File: src/rtl/chan_mux_pkg.sv
// +---------------------------------------------------------------------------+
// | chan_mux_pkg : shared types and limits for the chan_mux_n channel mux     |
// | Rev 1.0                                                                   |
// +---------------------------------------------------------------------------+
`default_nettype none

package chan_mux_pkg;

  typedef enum logic {
    MODE_FIXED = 1'b0,
    MODE_RR    = 1'b1
  } mode_e;

  localparam int N_CH_MAX = 16;

endpackage

`default_nettype wire

File: src/rtl/chan_mux_rr_arb.sv
// +---------------------------------------------------------------------------+
// | chan_mux_rr_arb : round-robin search over in_valid starting at ptr        |
// | Rev 1.0                                                                   |
// +---------------------------------------------------------------------------+
`default_nettype none

module chan_mux_rr_arb #(
  parameter int N_CH  = 7,
  parameter int SEL_W = $clog2(N_CH)
) (
  input  logic             clk,
  input  logic             rst,
  input  logic [N_CH-1:0]  in_valid,
  input  logic             advance,
  output logic [SEL_W-1:0] grant,
  output logic             grant_vld
);

  localparam logic [SEL_W-1:0] C_LAST = SEL_W'(N_CH - 1);
  localparam logic [SEL_W:0]   C_N_CH = (SEL_W + 1)'(N_CH);

  logic [SEL_W-1:0] ptr_q, ptr_d;

  // Walk offsets from the far end back to ptr so the nearest valid channel wins.
  always_comb begin
    logic [SEL_W:0] idx;
    idx       = '0;
    grant     = '0;
    grant_vld = 1'b0;
    for (int i = N_CH - 1; i >= 0; i--) begin
      idx = {1'b0, ptr_q} + (SEL_W + 1)'(i);
      if (idx >= C_N_CH) begin
        idx = idx - C_N_CH;
      end
      if (in_valid[idx[SEL_W-1:0]]) begin
        grant     = idx[SEL_W-1:0];
        grant_vld = 1'b1;
      end
    end
  end

  always_comb begin
    ptr_d = ptr_q;
    if (advance) begin
      ptr_d = (grant == C_LAST) ? '0 : grant + SEL_W'(1);
    end
  end

  always_ff @(posedge clk) begin
    if (rst) begin
      ptr_q <= '0;
    end else begin
      ptr_q <= ptr_d;
    end
  end

endmodule

`default_nettype wire

File: src/rtl/chan_mux_n.sv
// +---------------------------------------------------------------------------+
// | chan_mux_n : N-channel registered mux, fixed-select or round-robin scan.  |
// | Optional sticky select-range error output when CHAN_MUX_N_ERR_EN is set.  |
// | Rev 1.0                                                                   |
// +---------------------------------------------------------------------------+
`default_nettype none

module chan_mux_n
  import chan_mux_pkg::*;
#(
  parameter int N_CH  = 7,
  parameter int WIDTH = 8,
  parameter int SEL_W = $clog2(N_CH)
) (
  input  logic                    clk,
  input  logic                    rst,
  input  logic                    mode,
  input  logic [SEL_W-1:0]        select,
  input  logic [N_CH*WIDTH-1:0]   in_data,
  input  logic [N_CH-1:0]         in_valid,
  output logic [N_CH-1:0]         in_ready,
  output logic [WIDTH-1:0]        out_data,
  output logic                    out_valid,
  input  logic                    out_ready,
  output logic [SEL_W-1:0]        out_ch
`ifdef CHAN_MUX_N_ERR_EN
  ,
  output logic                    err
`endif
);

  localparam logic [SEL_W:0] C_N_CH = (SEL_W + 1)'(N_CH);

  logic [WIDTH-1:0] out_data_q, out_data_d;
  logic [SEL_W-1:0] out_ch_q, out_ch_d;
  logic             out_valid_q, out_valid_d;

  logic             rr_mode, sel_oob, load_en, xfer, cand_ok;
  logic [SEL_W-1:0] cand, grant;
  logic             grant_vld;
  logic [N_CH-1:0]  in_ready_w;
  logic [WIDTH-1:0] cand_data;

  assign rr_mode = (mode_e'(mode) == MODE_RR);
  assign sel_oob = ({1'b0, select} >= C_N_CH);
  assign load_en = !out_valid_q || out_ready;
  assign cand    = rr_mode ? grant : select;
  assign cand_ok = rr_mode ? grant_vld : !sel_oob;

  chan_mux_rr_arb #(
    .N_CH  (N_CH),
    .SEL_W (SEL_W)
  ) u_arb (
    .clk       (clk),
    .rst       (rst),
    .in_valid  (in_valid),
    .advance   (rr_mode && xfer),
    .grant     (grant),
    .grant_vld (grant_vld)
  );

  // Fixed mode offers ready regardless of in_valid; scan mode only to the grant.
  always_comb begin
    in_ready_w = '0;
    if (!rst && cand_ok) begin
      for (int k = 0; k < N_CH; k++) begin
        if (cand == SEL_W'(k)) begin
          in_ready_w[k] = load_en;
        end
      end
    end
  end

  always_comb begin
    cand_data = '0;
    for (int k = 0; k < N_CH; k++) begin
      if (cand == SEL_W'(k)) begin
        cand_data = in_data[k*WIDTH +: WIDTH];
      end
    end
  end

  assign xfer     = |(in_ready_w & in_valid);
  assign in_ready = in_ready_w;

  always_comb begin
    out_data_d  = out_data_q;
    out_ch_d    = out_ch_q;
    out_valid_d = out_valid_q;
    if (xfer) begin
      out_data_d  = cand_data;
      out_ch_d    = cand;
      out_valid_d = 1'b1;
    end else if (out_ready) begin
      out_valid_d = 1'b0;
    end
  end

  always_ff @(posedge clk) begin
    if (rst) begin
      out_data_q  <= '0;
      out_ch_q    <= '0;
      out_valid_q <= 1'b0;
    end else begin
      out_data_q  <= out_data_d;
      out_ch_q    <= out_ch_d;
      out_valid_q <= out_valid_d;
    end
  end

  assign out_data  = out_data_q;
  assign out_ch    = out_ch_q;
  assign out_valid = out_valid_q;

`ifdef CHAN_MUX_N_ERR_EN
  logic err_q;

  always_ff @(posedge clk) begin
    if (rst) begin
      err_q <= 1'b0;
    end else if (!rr_mode && sel_oob) begin
      err_q <= 1'b1;
    end
  end

  assign err = err_q;
`endif

endmodule

`default_nettype wire

File: config.mk
export PLATFORM = sky130hd
export DESIGN_NAME = chan_mux_n
export DESIGN_NICKNAME = d
export VERILOG_FILES = /design/src/rtl/chan_mux_pkg.sv /design/src/rtl/chan_mux_rr_arb.sv /design/src/rtl/chan_mux_n.sv
export SDC_FILE = /design/constraint.sdc
export NUM_CORES = 1
export LEC_CHECK = 0
export CAP_MARGIN = 20
export CORE_ASPECT_RATIO = 1.2
export CORE_MARGIN = 2
export CORE_UTILIZATION = 40
export CTS_CLUSTER_SIZE = 28
export DETAILED_ROUTE_END_ITERATION = 10
export DONT_BUFFER_PORTS = 1
export GPL_TIMING_DRIVEN = 1
export PLACE_DENSITY = 0.61
export SLEW_MARGIN = 20
export SYNTH_ARGS = -nofsm -noshare
export SYNTH_HDL_FRONTEND = slang
export SYNTH_SLANG_ARGS = --single-unit
File: constraint.sdc
create_clock -name clk -period 4.8 [get_ports clk]
set_clock_uncertainty 0.05 [all_clocks]
set_input_delay 0.72 -clock clk [delete_from_list [all_inputs] [get_ports clk]]
set_output_delay 0.72 -clock clk [all_outputs]
set_load 0.005 [all_outputs]
Yosys cells after proc, flatten, opt, wreduce, memory -nomap -nowiden. Index checks and enable logic that the tools add are counted.

Register bits: 15. Input bits: 70. Logic and storage cells: 105. Output and inout bits: 19.

Mux-type cells: 55. Add/subtract/negate cells: 14. Reduce and logical (&&, ||, !) cells: 9. Bitwise operators: 1. $lt $le $gt $ge: 15. Equality and inequality tests: 7.

Operators with widths (number): $mux W8 (7); $mux W3 (16); $lt A3 B4 Y1 const B (7); $ge A4 B3 Y1 const B (6); $mux W1 (24); $bmux W1 S3 (7); $sub A3 B3 Y3 const B (7); $add A3 B3 Y4 const B (3); $eq A3 B3 Y1 const B (4); $add A3 B2 Y4 const B (2); $and A7 B7 Y7 (1); $mux W7 (1); $reduce_or A7 Y1 (1); $eq A3 B2 Y1 const B (2); $ge A3 B3 Y1 const B (2); $add A3 B1 Y4 const B (1); $add A3 B1 Y3 const B (1); $eq A3 B1 Y1 const B (1); $logic_not A1 Y1 (3); $logic_not A3 Y1 (1); $logic_and A1 B1 Y1 (2); $reduce_bool A2 Y1 (1); $logic_or A1 B1 Y1 (1).

Logic depth before layout (Yosys ltp). Gate-level depths: netlist of run 1.

Depth after elaboration: 21. Depth in mapped cells: 20. Depth with buffers taken out: 14.

Hierarchy. A second synthesis of run 1 with hierarchy kept.

Cells, all modules: 396. Area total of the unflattened synthesis: 3086.7 µm².

Modules (own cells, without submodules): chan_mux_rr_arb (area an instance 1838.0 µm², cells an instance 242, times used 1, sequential area each 60.1 µm²); chan_mux_n (area an instance 1248.7 µm², cells an instance 154, times used 1, sequential area each 240.2 µm²).

Least setup slack after synthesis of run 1. No wires, ideal clock.

Kind: register -> output. From: register u_arb.ptr_q[1]. To: output in_ready[0]. Arrival: 3.574 ns. Buffers on the path: 6. Data required time: 4.030 ns. Stages on the path, launching flop included: 17. Setup slack: 0.456 ns. Path through: dfxtp_1 -> buf_2 -> inv_1 -> ha_1 -> buf_2 -> buf_2 -> mux2i_1 -> o2bb2ai_1 -> a31o_2 -> or3_4 -> nand2_1 -> a41oi_1 -> a31o_2 -> buf_2 -> buf_2 -> clkbuf_1 -> nor4_1.

Cells in the longest elaborated chain, start to end: 16. Elaborated cells on any way between the ends: 61. Classes of those cells: 13 x add/sub; 7 x order compare; 39 x mux; 2 x reduce/logical.

Ends and longest elaborated chain: start, declared (RTL line chan_mux_rr_arb.sv:22) `logic [SEL_W-1:0] ptr_q, ptr_d;`; start signal, assigned (RTL line chan_mux_rr_arb.sv:53) `ptr_q <= ptr_d;`; $add A3 B3 Y4 (RTL line chan_mux_rr_arb.sv:31) `idx = {1'b0, ptr_q} + (SEL_W + 1)'(i);`; $ge A4 B3 Y1 or $sub A3 B3 Y3 (tied branches) (RTL line chan_mux_rr_arb.sv:32, chan_mux_rr_arb.sv:33); $mux W3 (RTL line chan_mux_rr_arb.sv:32) `if (idx >= C_N_CH) begin`; $bmux W1 S3 (RTL line chan_mux_rr_arb.sv:35) `if (in_valid[idx[SEL_W-1:0]]) begin`; $mux W1 (not written as such) (RTL line chan_mux_rr_arb.sv:35); $mux W3 (7 in a row) (RTL line chan_mux_rr_arb.sv:35); $mux W3 (RTL line chan_mux_n.sv:47) `assign cand = rr_mode ? grant : select;`; $logic_not A3 Y1 (RTL line chan_mux_n.sv:67) `if (cand == SEL_W'(k)) begin`; $mux W1 (RTL line chan_mux_n.sv:67); $mux W7 * (RTL line chan_mux_n.sv:65) `if (!rst && cand_ok) begin`; end, declared (RTL line chan_mux_n.sv:21) `output logic [N_CH-1:0] in_ready,`.

Every way passes the cells marked *; elsewhere a longest branch is shown, timed or not. The select of a mux whose other input is x is not followed.

Worst setup path in the final report of run 1.
From: register u_arb.ptr_q[1]. To: output in_ready[2].

Cells in the longest elaborated chain, start to end: 16. Elaborated cells on any way between the ends: 61. Classes of those cells: 13 x add/sub; 7 x order compare; 1 x eq/ne; 39 x mux; 1 x reduce/logical.

Ends and longest elaborated chain (RTL line): $add A3 B3 Y4 (chan_mux_rr_arb.sv:31); $ge A4 B3 Y1 or $sub A3 B3 Y3 (tied branches) (chan_mux_rr_arb.sv:32, chan_mux_rr_arb.sv:33); $mux W3 (chan_mux_rr_arb.sv:32); $bmux W1 S3 (chan_mux_rr_arb.sv:35); $mux W1 (not written as such) (chan_mux_rr_arb.sv:35); $mux W3 (7 in a row) (chan_mux_rr_arb.sv:35); $mux W3 (chan_mux_n.sv:47); $eq A3 B2 Y1 (chan_mux_n.sv:67); $mux W1 (chan_mux_n.sv:67); $mux W7 * (chan_mux_n.sv:65).

Marked as above.

==> results.json, run 1 <==
{
  "final_layout_size_suffix_gt1_frac": 0.169,
  "num_vias": 3627,
  "final_common_cell": "nand2_1",
  "p_switching_w": 0.00186,
  "asyncSetResetFlopFracSynth": 0,
  "drv_cap": 0,
  "cts-root-buf": "clkbuf_8",
  "r2r-start": "u_arb.ptr_q[1]",
  "io_pins": 89,
  "globalplace.congestion": 0.944,
  "slew_headroom": 0.572,
  "powerDensity_nw_per_um2": 973,
  "wl_um": 11000,
  "syn_to_final_growth_pct": 3.92,
  "reg2reg_to": "u_arb.ptr_q[1]",
  "htree_num_levels": 1,
  "die_h_um": 102,
  "r2r_setup_slack_ns": 0.49,
  "crit_slowest_cell": "mux2i_1",
  "yosysWarnings": 0,
  "cp-end-kind": "primary output",
  "netSwitchingFraction": 0.570,
  "viasPerCell": 6.84,
  "hold_violations": 0,
  "detail-route-antenna-nets": 0,
  "ff2ff_path_depth": 15,
  "syn_area_sq_um": 3220,
  "layout.cells.most_common_list": "nand2_1 (45), a21oi_1 (40), nor2_1 (28), mux2i_1 (21), nor3_1 (21)",
  "worstPathArrival_ns": 3.78,
  "gr-total-overflow": 0,
  "drtPass1Iterations": 5,
  "report.final.slew_viol_count": 0,
  "antenna_found_initial": 0,
  "syn_inst": 456,
  "leakagePower_nw": 1.27,
  "grt_max_degree": 32,
  "grt_usage": 0.245,
  "syn_nets": 538,
  "synth_cell_type_count": 76,
  "ys_seq_area_frac": 0.0931,
  "ys.flop_type": "dfxtp_1",
  "post-route-period-util": 0.949,
  "post_cts_buffers": 0,
  "cts_tree": "done",
  "path_cells": "inv_1 -> ha_2 -> mux2i_1 -> o2bb2ai_1 -> a31o_2 -> or3_4 -> nor4b_4 -> o211ai_2 -> a21o_1 -> nor4_1 -> buf_4",
  "filler_cell_count": 780,
  "portBuffers": 0,
  "coreArea_sq_um": 7750,
  "hp-class": "reg -> reg",
  "outcome": "completed",
  "intPower_w": 0.00140,
  "worstHoldEndpoint": "out_ch[1]",
  "layout_setup_ws_ns": 0.246,
  "min_path_cells": 2,
  "grt_pass1_wl_um": 17100,
  "p_total_w": 0.00326,
  "required_ns": 4.03,
  "worst_pin_slew_ns": 0.641,
  "period_needed_ns": 4.55,
  "setup.worst_path.class": "reg -> out",
  "row_count": 35,
  "worstPathMaxFanout": 13,
  "path_clk_slew_ns": 0.07,
  "nets": 520,
  "die_area_sq_um": 8800,
  "rsz0062_at_grt": "false",
  "clkPwrFrac": 0.033,
  "cp-start-kind": "register",
  "start_util": 0.416,
  "synth_seq_cells": 15,
  "setup_tns_ns": 0,
  "peakVddDrop_uv": 553,
  "drc": 0,
  "syn_area_per_cell_sq_um": 7.07,
  "cts_buffer_depth": 2,
  "synth_edf_count": 0,
  "p_comb_frac": 0.891,
  "slowest_delay_ns": 0.55,
  "dp_hpwl_um": 8470,
  "grt_pass1_vias": 3362,
  "dieWidth_um": 86.0,
  "fmax_mhz": 220,
  "avgRoutedWirePerCell_um": 20.8,
  "setup_viol": 0,
  "numCtsBuffers": 3,
  "clkLatencyLatePin_ns": 0.26,
  "place_ws_ns": 0.394,
  "pwr-share-seq": 0.076,
  "drtIter0Drc": 212,
  "hold_path.startpoint": "out_ch[1]",
  "cts_sinks": 15
}
-- power by group through the flow --
stage | clock (W) | sequential (W) | combinational, W
2_1_floorplan | 0 | 0.000233 | 0.00226
3_3_place_gp | 0 | 0.000249 | 0.00280
3_5_place_dp | 0 | 0.000249 | 0.00281
4_1_cts | 0.000109 | 0.000248 | 0.00282
5_1_grt | 0.000113 | 0.000254 | 0.00317
6_report | 0.000109 | 0.000247 | 0.00291
-- flip-flops by register name, summed over array words and instances, names as in the netlist --
name         cells
out_data         8
out_ch           3
u_arb.ptr_q      3
out_valid        1
-- repair_timing --
item	CTS	global route
gates resized for setup	0	8
endpoints found under the setup margin	0	8
hold buffers	0	0
-- cell usage after synthesis, types with 6 or more instances --
cell type,n,area [sq um]
nand2_1,45,169
a21oi_1,41,205
nor2_1,28,105
buf_2,24,120
mux2i_1,21,210
nor3_1,21,105
a31oi_1,15,93.8
dfxtp_1,15,300
nand3_1,13,65.1
nand4_1,13,81.3
a211oi_1,12,90.1
clkbuf_1,12,45.0
mux2_2,12,135
ha_1,10,125
nor2b_1,10,62.6
o21ai_0,10,50.1
and3_1,9,56.3
inv_1,9,33.8
nand2b_1,9,56.3
o221a_2,7,78.8
o22ai_1,7,43.8
a211o_1,6,52.6
-- worst max-delay path: cells and delay by family (launching register included) --
kind	cells	cell delay, ns
AOI/OAI and AO/OA	4	0.84
adders and majority gates	1	0.52
buffers and inverters	2	0.25
DFF	1	0.38
muxes	1	0.55
and+or+nand+nor	3	0.98
-- logic make-up (layout without fill, tap and decap cells) --
family | Yosys count | after routing | share of synthesized area
compound gates | 154 | 154 | 0.342
xor+xnor | 7 | 7 | 0.0190
fa+ha+maj | 12 | 12 | 0.0512
buf+inv | 53 | 34 | 0.0784
flops | 15 | 15 | 0.0931
mux | 34 | 34 | 0.114
other cells | 0 | 1 | 0
simple gates | 181 | 181 | 0.302
-- worst max path at each step --
| stage | start | end |
|---|---|---|
| 3_5_place_dp | u_arb.ptr_q[1] | in_ready[2] |
| 2_1_floorplan | u_arb.ptr_q[1] | in_ready[0] |
| 6_report | u_arb.ptr_q[1] | in_ready[2] |
| 5_1_grt | u_arb.ptr_q[0] | in_ready[2] |
| 4_1_cts | u_arb.ptr_q[0] | in_ready[4] |
| 3_3_place_gp | u_arb.ptr_q[1] | u_arb.ptr_q[0] |
-- layout make-up --
cell class / instances / area, sq um / share of cell area
Antenna cell: 1 / 2.50 / 0.000747
Clock buffer: 3 / 41.3 / 0.0123
Clock inverter: 1 / 5.00 / 0.00149
Inverter: 10 / 37.5 / 0.0112
Multi-Input combinational cell: 388 / 2700 / 0.805
Sequential cell: 15 / 302 / 0.0900
Tap cell: 92 / 115 / 0.0344
Timing Repair Buffer: 20 / 150 / 0.0448
-- metal layers --
metal / vias to the layer above / global-route usage / wire, um
met5: - / 0 / 0
met4: 0 / 0.0904 / 402
met3: 33 / 0.0355 / 853
met2: 201 / 0.460 / 5470
met1: 1691 / 0.279 / 4280
li1: 1702 / - / -
-- metrics by stage --
stage	utilization	std cells	hold WS [ns]	area [sq um]
after floorplan	-	456	0.410	3220
after global placement	0.422	525	0.452	3270
after detailed placement	0.422	525	0.468	3270
after CTS	0.428	529	0.474	3320
after global routing	0.432	529	0.472	3350
final	0.432	530	0.467	3350
Power figures use the tool's default switching activity.
==> inputs of run 2 (changes only) <==
--- a/config.mk
+++ b/config.mk
@@ -14,6 +14,7 @@
 export DONT_BUFFER_PORTS = 1
 export GPL_TIMING_DRIVEN = 1
 export PLACE_DENSITY = 0.61
+export SKIP_LAST_GASP = 1
 export SLEW_MARGIN = 20
 export SYNTH_ARGS = -nofsm -noshare
 export SYNTH_HDL_FRONTEND = slang
==> constraint.sdc (replaced) <==
create_clock -name clk -period 4.8 [get_ports clk]
set_clock_uncertainty 0.05 [all_clocks]
set_input_delay 0.72 -clock clk [delete_from_list [all_inputs] [get_ports clk]]
set_output_delay 0.72 -clock clk [all_outputs]
set_load 0.02 [all_outputs]
==> run 2 against run 1 <==
Critical path depth stayed put. Die area did not move. Core utilization is 1.2 points higher. Combinational power up 5%. Clock power about the same. Final area is 2.7% higher. Final cell count grew 0.94%. Worst hold slack gained 0.0072 ns. Via count decreased by 0.28%. Critical path type unchanged.
==> results.json, run 2 (synthesis gave the netlist of run 1 again) <==
{
  "avgRoutedWirePerCell_um": 21.1,
  "wl_um": 11300,
  "fin_cells": 535,
  "powerDensity_nw_per_um2": 1010,
  "viasPerCell": 6.76,
  "globalplace.congestion": 0.979,
  "cts_tree": "done",
  "worst_pin_slew_ns": 0.554,
  "start_util": 0.416,
  "grt_max_degree": 45,
  "reg2reg_to": "u_arb.ptr_q[1]",
  "drc": 0,
  "clkPwrFrac": 0.032,
  "worstHoldEndpoint": "out_ch[1]",
  "cts_sinks": 15,
  "netSwitchingFraction": 0.576,
  "setup.worst_path.class": "reg -> out",
  "drtIter0Drc": 246,
  "rsz0062_at_grt": "true",
  "r2r_setup_slack_ns": 0.39,
  "cts-root-buf": "clkbuf_8",
  "drtPass1Iterations": 5,
  "worstPathArrival_ns": 3.92,
  "dieWidth_um": 86.0,
  "cts_buffer_depth": 2,
  "nets": 526,
  "dp.cells": 531,
  "numCtsBuffers": 3,
  "drv_cap": 0,
  "dp_hpwl_um": 8560,
  "worstPathMaxFanout": 44,
  "gr-total-overflow": 0,
  "num_vias": 3617,
  "hold_violations": 0,
  "ff_latch_area_sq_um": 302,
  "p_comb_frac": 0.880,
  "io_pins": 89,
  "ff2ff_path_depth": 15,
  "grt_usage": 0.252,
  "pwr-share-seq": 0.089,
  "final_common_cell": "nand2_1",
  "syn_to_final_growth_pct": 6.71,
  "p_switching_w": 0.00200,
  "cp-start-kind": "register",
  "report.final.slew_viol_count": 0,
  "die_area_sq_um": 8800,
  "layout.cells.most_common_list": "nand2_1 (45), a21oi_1 (39), nor2_1 (28), buf_4 (24), nor3_1 (21)",
  "hold_path.startpoint": "rst",
  "portBuffers": 0,
  "filler_cell_count": 764,
  "required_ns": 4.03,
  "cp-end-kind": "primary output",
  "path_clk_slew_ns": 0.07,
  "n_antenna_cell": 0,
  "period_needed_ns": 4.69,
  "coreArea_sq_um": 7750,
  "setup_tns_ns": 0,
  "ctsHoldBuffers": 0,
  "antenna_found_initial": 0,
  "peakVddDrop_uv": 587,
  "post-route-period-util": 0.978,
  "hp-class": "in -> reg",
  "outcome": "completed",
  "multi_input_area_sq_um": 2730,
  "final_layout_size_suffix_gt1_frac": 0.190,
  "intPower_w": 0.00147,
  "place_ws_ns": -0.00288,
  "grt_pass1_vias": 3437,
  "largest_register_ffs": 8,
  "fmax_mhz": 213,
  "leakagePower_nw": 1.32,
  "layout_setup_ws_ns": 0.106,
  "die_h_um": 102,
  "r2r-start": "u_arb.ptr_q[1]",
  "grt_pass1_wl_um": 17600,
  "detail-route-antenna-nets": 0,
  "min_path_cells": 1,
  "holdWs_ns": 0.474,
  "clkLatencyLatePin_ns": 0.26,
  "setup_viol": 0,
  "htree_num_levels": 1,
  "slew_headroom": 0.630,
  "row_count": 35
}
run 2: layout make-up:
class | count | share of cell area
clock inverters | 1 | 0.00145
repair buffers | 26 | 0.0600
clock buffers | 3 | 0.0120
well taps | 92 | 0.0335
inverters | 10 | 0.0109
multi-input cells | 388 | 0.795
flip-flops and latches | 15 | 0.0876
run 2: routing by layer:
| metal | part of all wire | track usage | up-vias |
|---|---|---|---|
| met3 | 0.073 | 0.0380 | 42 |
| met4 | 0.055 | 0.139 | 0 |
| met5 | 0 | 0 | - |
| met2 | 0.48 | 0.443 | 192 |
| li1 | - | - | 1712 |
| met1 | 0.39 | 0.291 | 1671 |
run 2: power by group through the flow:
stage | Combinational (W) | Sequential [W] | Clock (W)
after floorplan | 0.00228 | 0.000288 | 0
after global placement | 0.00290 | 0.000306 | 0
after detailed placement | 0.00290 | 0.000308 | 0
after CTS | 0.00292 | 0.000308 | 0.000111
after global routing | 0.00332 | 0.000318 | 0.000116
final | 0.00306 | 0.000308 | 0.000110
run 2: metrics by stage:
step                      total power (W)   util  area, sq um
after global routing              0.00376  0.444         3440
final                             0.00348  0.444         3440
after CTS                         0.00334  0.436         3380
after detailed placement          0.00321  0.428         3320
after global placement            0.00321  0.428         3320
after floorplan                   0.00257      -         3220
run 2: timing repair:
item	CTS	global route
pin swaps	0	1
endpoints found under the hold margin	0	0
buffers inserted	0	0
endpoints found under the setup margin	7	8
gates resized for setup	4	12
run 2: worst max path at each step:
stage                        start          end  slack (ns)  depth (start not counted)
finish              u_arb.ptr_q[0]  in_ready[4]        0.11                         11
global route        u_arb.ptr_q[0]  in_ready[4]       -0.08                         11
CTS                 u_arb.ptr_q[1]  in_ready[4]        0.05                         14
detailed placement  u_arb.ptr_q[0]  in_ready[4]      -0.003                         12
global placement    u_arb.ptr_q[0]  in_ready[4]      -0.009                         12
floorplan           u_arb.ptr_q[1]  in_ready[0]        0.04                         16
run 2: worst max-delay path: stages (launching register included):
cell,delay [ns]
dfxtp_2,0.47
buf_8,0.30
ha_1,0.30
fa_2,0.47
mux2i_1,0.28
and4_1,0.41
o22ai_2,0.15
a31oi_1,0.25
and2_1,0.20
a21oi_1,0.16
nor4_1,0.44
buf_4,0.22
==> inputs of run 3 (changes only) <==
--- a/config.mk
+++ b/config.mk
@@ -6,14 +6,14 @@
 export NUM_CORES = 1
 export LEC_CHECK = 0
 export CAP_MARGIN = 20
-export CORE_ASPECT_RATIO = 1.2
+export CORE_ASPECT_RATIO = 0.9
 export CORE_MARGIN = 2
-export CORE_UTILIZATION = 40
+export CORE_UTILIZATION = 66
 export CTS_CLUSTER_SIZE = 28
 export DETAILED_ROUTE_END_ITERATION = 10
 export DONT_BUFFER_PORTS = 1
 export GPL_TIMING_DRIVEN = 1
-export PLACE_DENSITY = 0.61
+export PLACE_DENSITY = 0.89
 export SKIP_LAST_GASP = 1
 export SLEW_MARGIN = 20
 export SYNTH_ARGS = -nofsm -noshare
==> run 3 against run 2 <==
Fmax up 1.3%. Final area down 2.6%. Sequential cell count unchanged. Die area is 38% lower. Final cell count down 5.2%. Register-to-register slack lost 0.05 ns. Critical path depth fell by 1. Critical endpoint is now in_ready[5]. Largest cell class unchanged. Critical path type unchanged. Count of clock-buffer cells in the layout stayed put. Worst hold slack better by 0.0082 ns.
==> results.json, run 3 (synthesis gave the netlist of run 1 again) <==
{
  "path_clk_slew_ns": 0.07,
  "post-route-period-util": 0.965,
  "outcome": "completed",
  "cts-root-buf": "clkbuf_8",
  "setup.worst_path.class": "reg -> out",
  "layout.cells.most_common_list": "nand2_1 (45), a21oi_1 (41), nor2_1 (28), buf_4 (25), nor3_1 (21)",
  "nets": 525,
  "die_area_sq_um": 5460,
  "worstPathMaxFanout": 11,
  "placed_cell_area_sq_um": 3280,
  "ff_latch_area_sq_um": 300,
  "fmax_mhz": 216,
  "crit_slowest_cell": "ha_1",
  "worstPathArrival_ns": 3.86,
  "cts_tree": "done",
  "antenna_found_initial": 0,
  "io_pins": 89,
  "largest_register_ffs": 8,
  "numCtsBuffers": 3,
  "detail-route-antenna-nets": 0,
  "path_cells": "inv_1 -> ha_1 -> mux2i_2 -> o22ai_1 -> a31oi_1 -> nand2_1 -> or3_1 -> o211ai_2 -> a21o_1 -> and3_1",
  "viasPerCell": 7.57,
  "wl_um": 10400,
  "dp_hpwl_um": 7850,
  "fin_area_sq_um": 3350,
  "clkLatencyLatePin_ns": 0.25,
  "multi_input_area_sq_um": 2700,
  "setup_viol": 0,
  "grt_pass1_vias": 3465,
  "worst_pin_slew_ns": 0.548,
  "rsz0062_at_grt": "true",
  "hold_path.startpoint": "rst",
  "drtPass1Iterations": 7,
  "die_h_um": 70.3,
  "hold_violations": 0,
  "grt_pass1_wl_um": 16800,
  "start_util": 0.675,
  "final_common_cell": "nand2_1",
  "globalplace.congestion": 1.09,
  "drtIter0Drc": 577,
  "syn_to_final_growth_pct": 3.92,
  "cp_top_family": "compound AO/OA/AOI/OAI gates",
  "required_ns": 4.03,
  "cp-end-kind": "primary output",
  "cts_sinks": 15,
  "avgRoutedWirePerCell_um": 20.6,
  "gr-total-overflow": 0,
  "dieWidth_um": 77.7,
  "filler_cell_count": 340,
  "cp-start-kind": "register",
  "hp-class": "in -> reg",
  "r2r-start": "u_arb.ptr_q[1]",
  "cts_buffer_depth": 2,
  "grt_max_degree": 30,
  "period_needed_ns": 4.63,
  "final_layout_size_suffix_gt1_frac": 0.174,
  "startpoint": "u_arb.ptr_q[1]",
  "portBuffers": 0,
  "drv_cap": 0,
  "post_cts_buffers": 0,
  "coreArea_sq_um": 4770,
  "num_vias": 3836,
  "slowest_delay_ns": 0.58,
  "n_antenna_cell": 0,
  "drc": 0,
  "r2r_setup_slack_ns": 0.34,
  "crit_buf_inv": 1,
  "htree_num_levels": 1,
  "post-route-util": 0.702,
  "report.final.slew_viol_count": 0,
  "grt_usage": 0.371,
  "row_count": 24,
  "slew_headroom": 0.632
}
[run 3: stage by stage]
stage | setup WS [ns] | instances | TNS, ns | hold slack, ns
5_1_grt | -0.00135 | 507 | -0.00135 | 0.475
4_1_cts | 0.198 | 507 | 0 | 0.481
3_3_place_gp | 0.554 | 503 | 0 | 0.520
3_5_place_dp | 0.485 | 503 | 0 | 0.524
2_1_floorplan | 0.0439 | 456 | 0 | 0.493
6_report | 0.166 | 507 | 0 | 0.483
[run 3: final cells by class]
| class | instances | area share |
|---|---|---|
| Tap cell | 65 | 0.0243 |
| Multi-Input combinational cell | 388 | 0.805 |
| Clock inverter | 1 | 0.00149 |
| Timing Repair Buffer | 25 | 0.0560 |
| Sequential cell | 15 | 0.0896 |
| Clock buffer | 3 | 0.0123 |
| Inverter | 10 | 0.0112 |
[run 3: repair_timing]
item / in CTS / in global routing
hold buffers: 0 / 0
setup endpoints to repair: 0 / 7
gates resized for setup: 0 / 6
[run 3: layer usage]
metal | wire length, um | up-vias | part of all wire | GRT usage
met4 | 398 | 0 | 0.038 | 0.0992
met2 | 4390 | 310 | 0.42 | 0.544
met5 | 0 | - | 0 | 0
met1 | 4210 | 1751 | 0.40 | 0.517
li1 | - | 1715 | - | -
met3 | 1430 | 60 | 0.14 | 0.123
[run 3: worst paths after layout]
path / end / cells after the start
min: out_ch[1] / 1
max: in_ready[5] / 10
min reg2reg: out_ch[2] / 2
max reg2reg: u_arb.ptr_q[2] / 13
Power of run 3 is left out: the tool's default activity adds up to more than one toggle a clock period on the data nets, which glitch-free logic cannot reach.
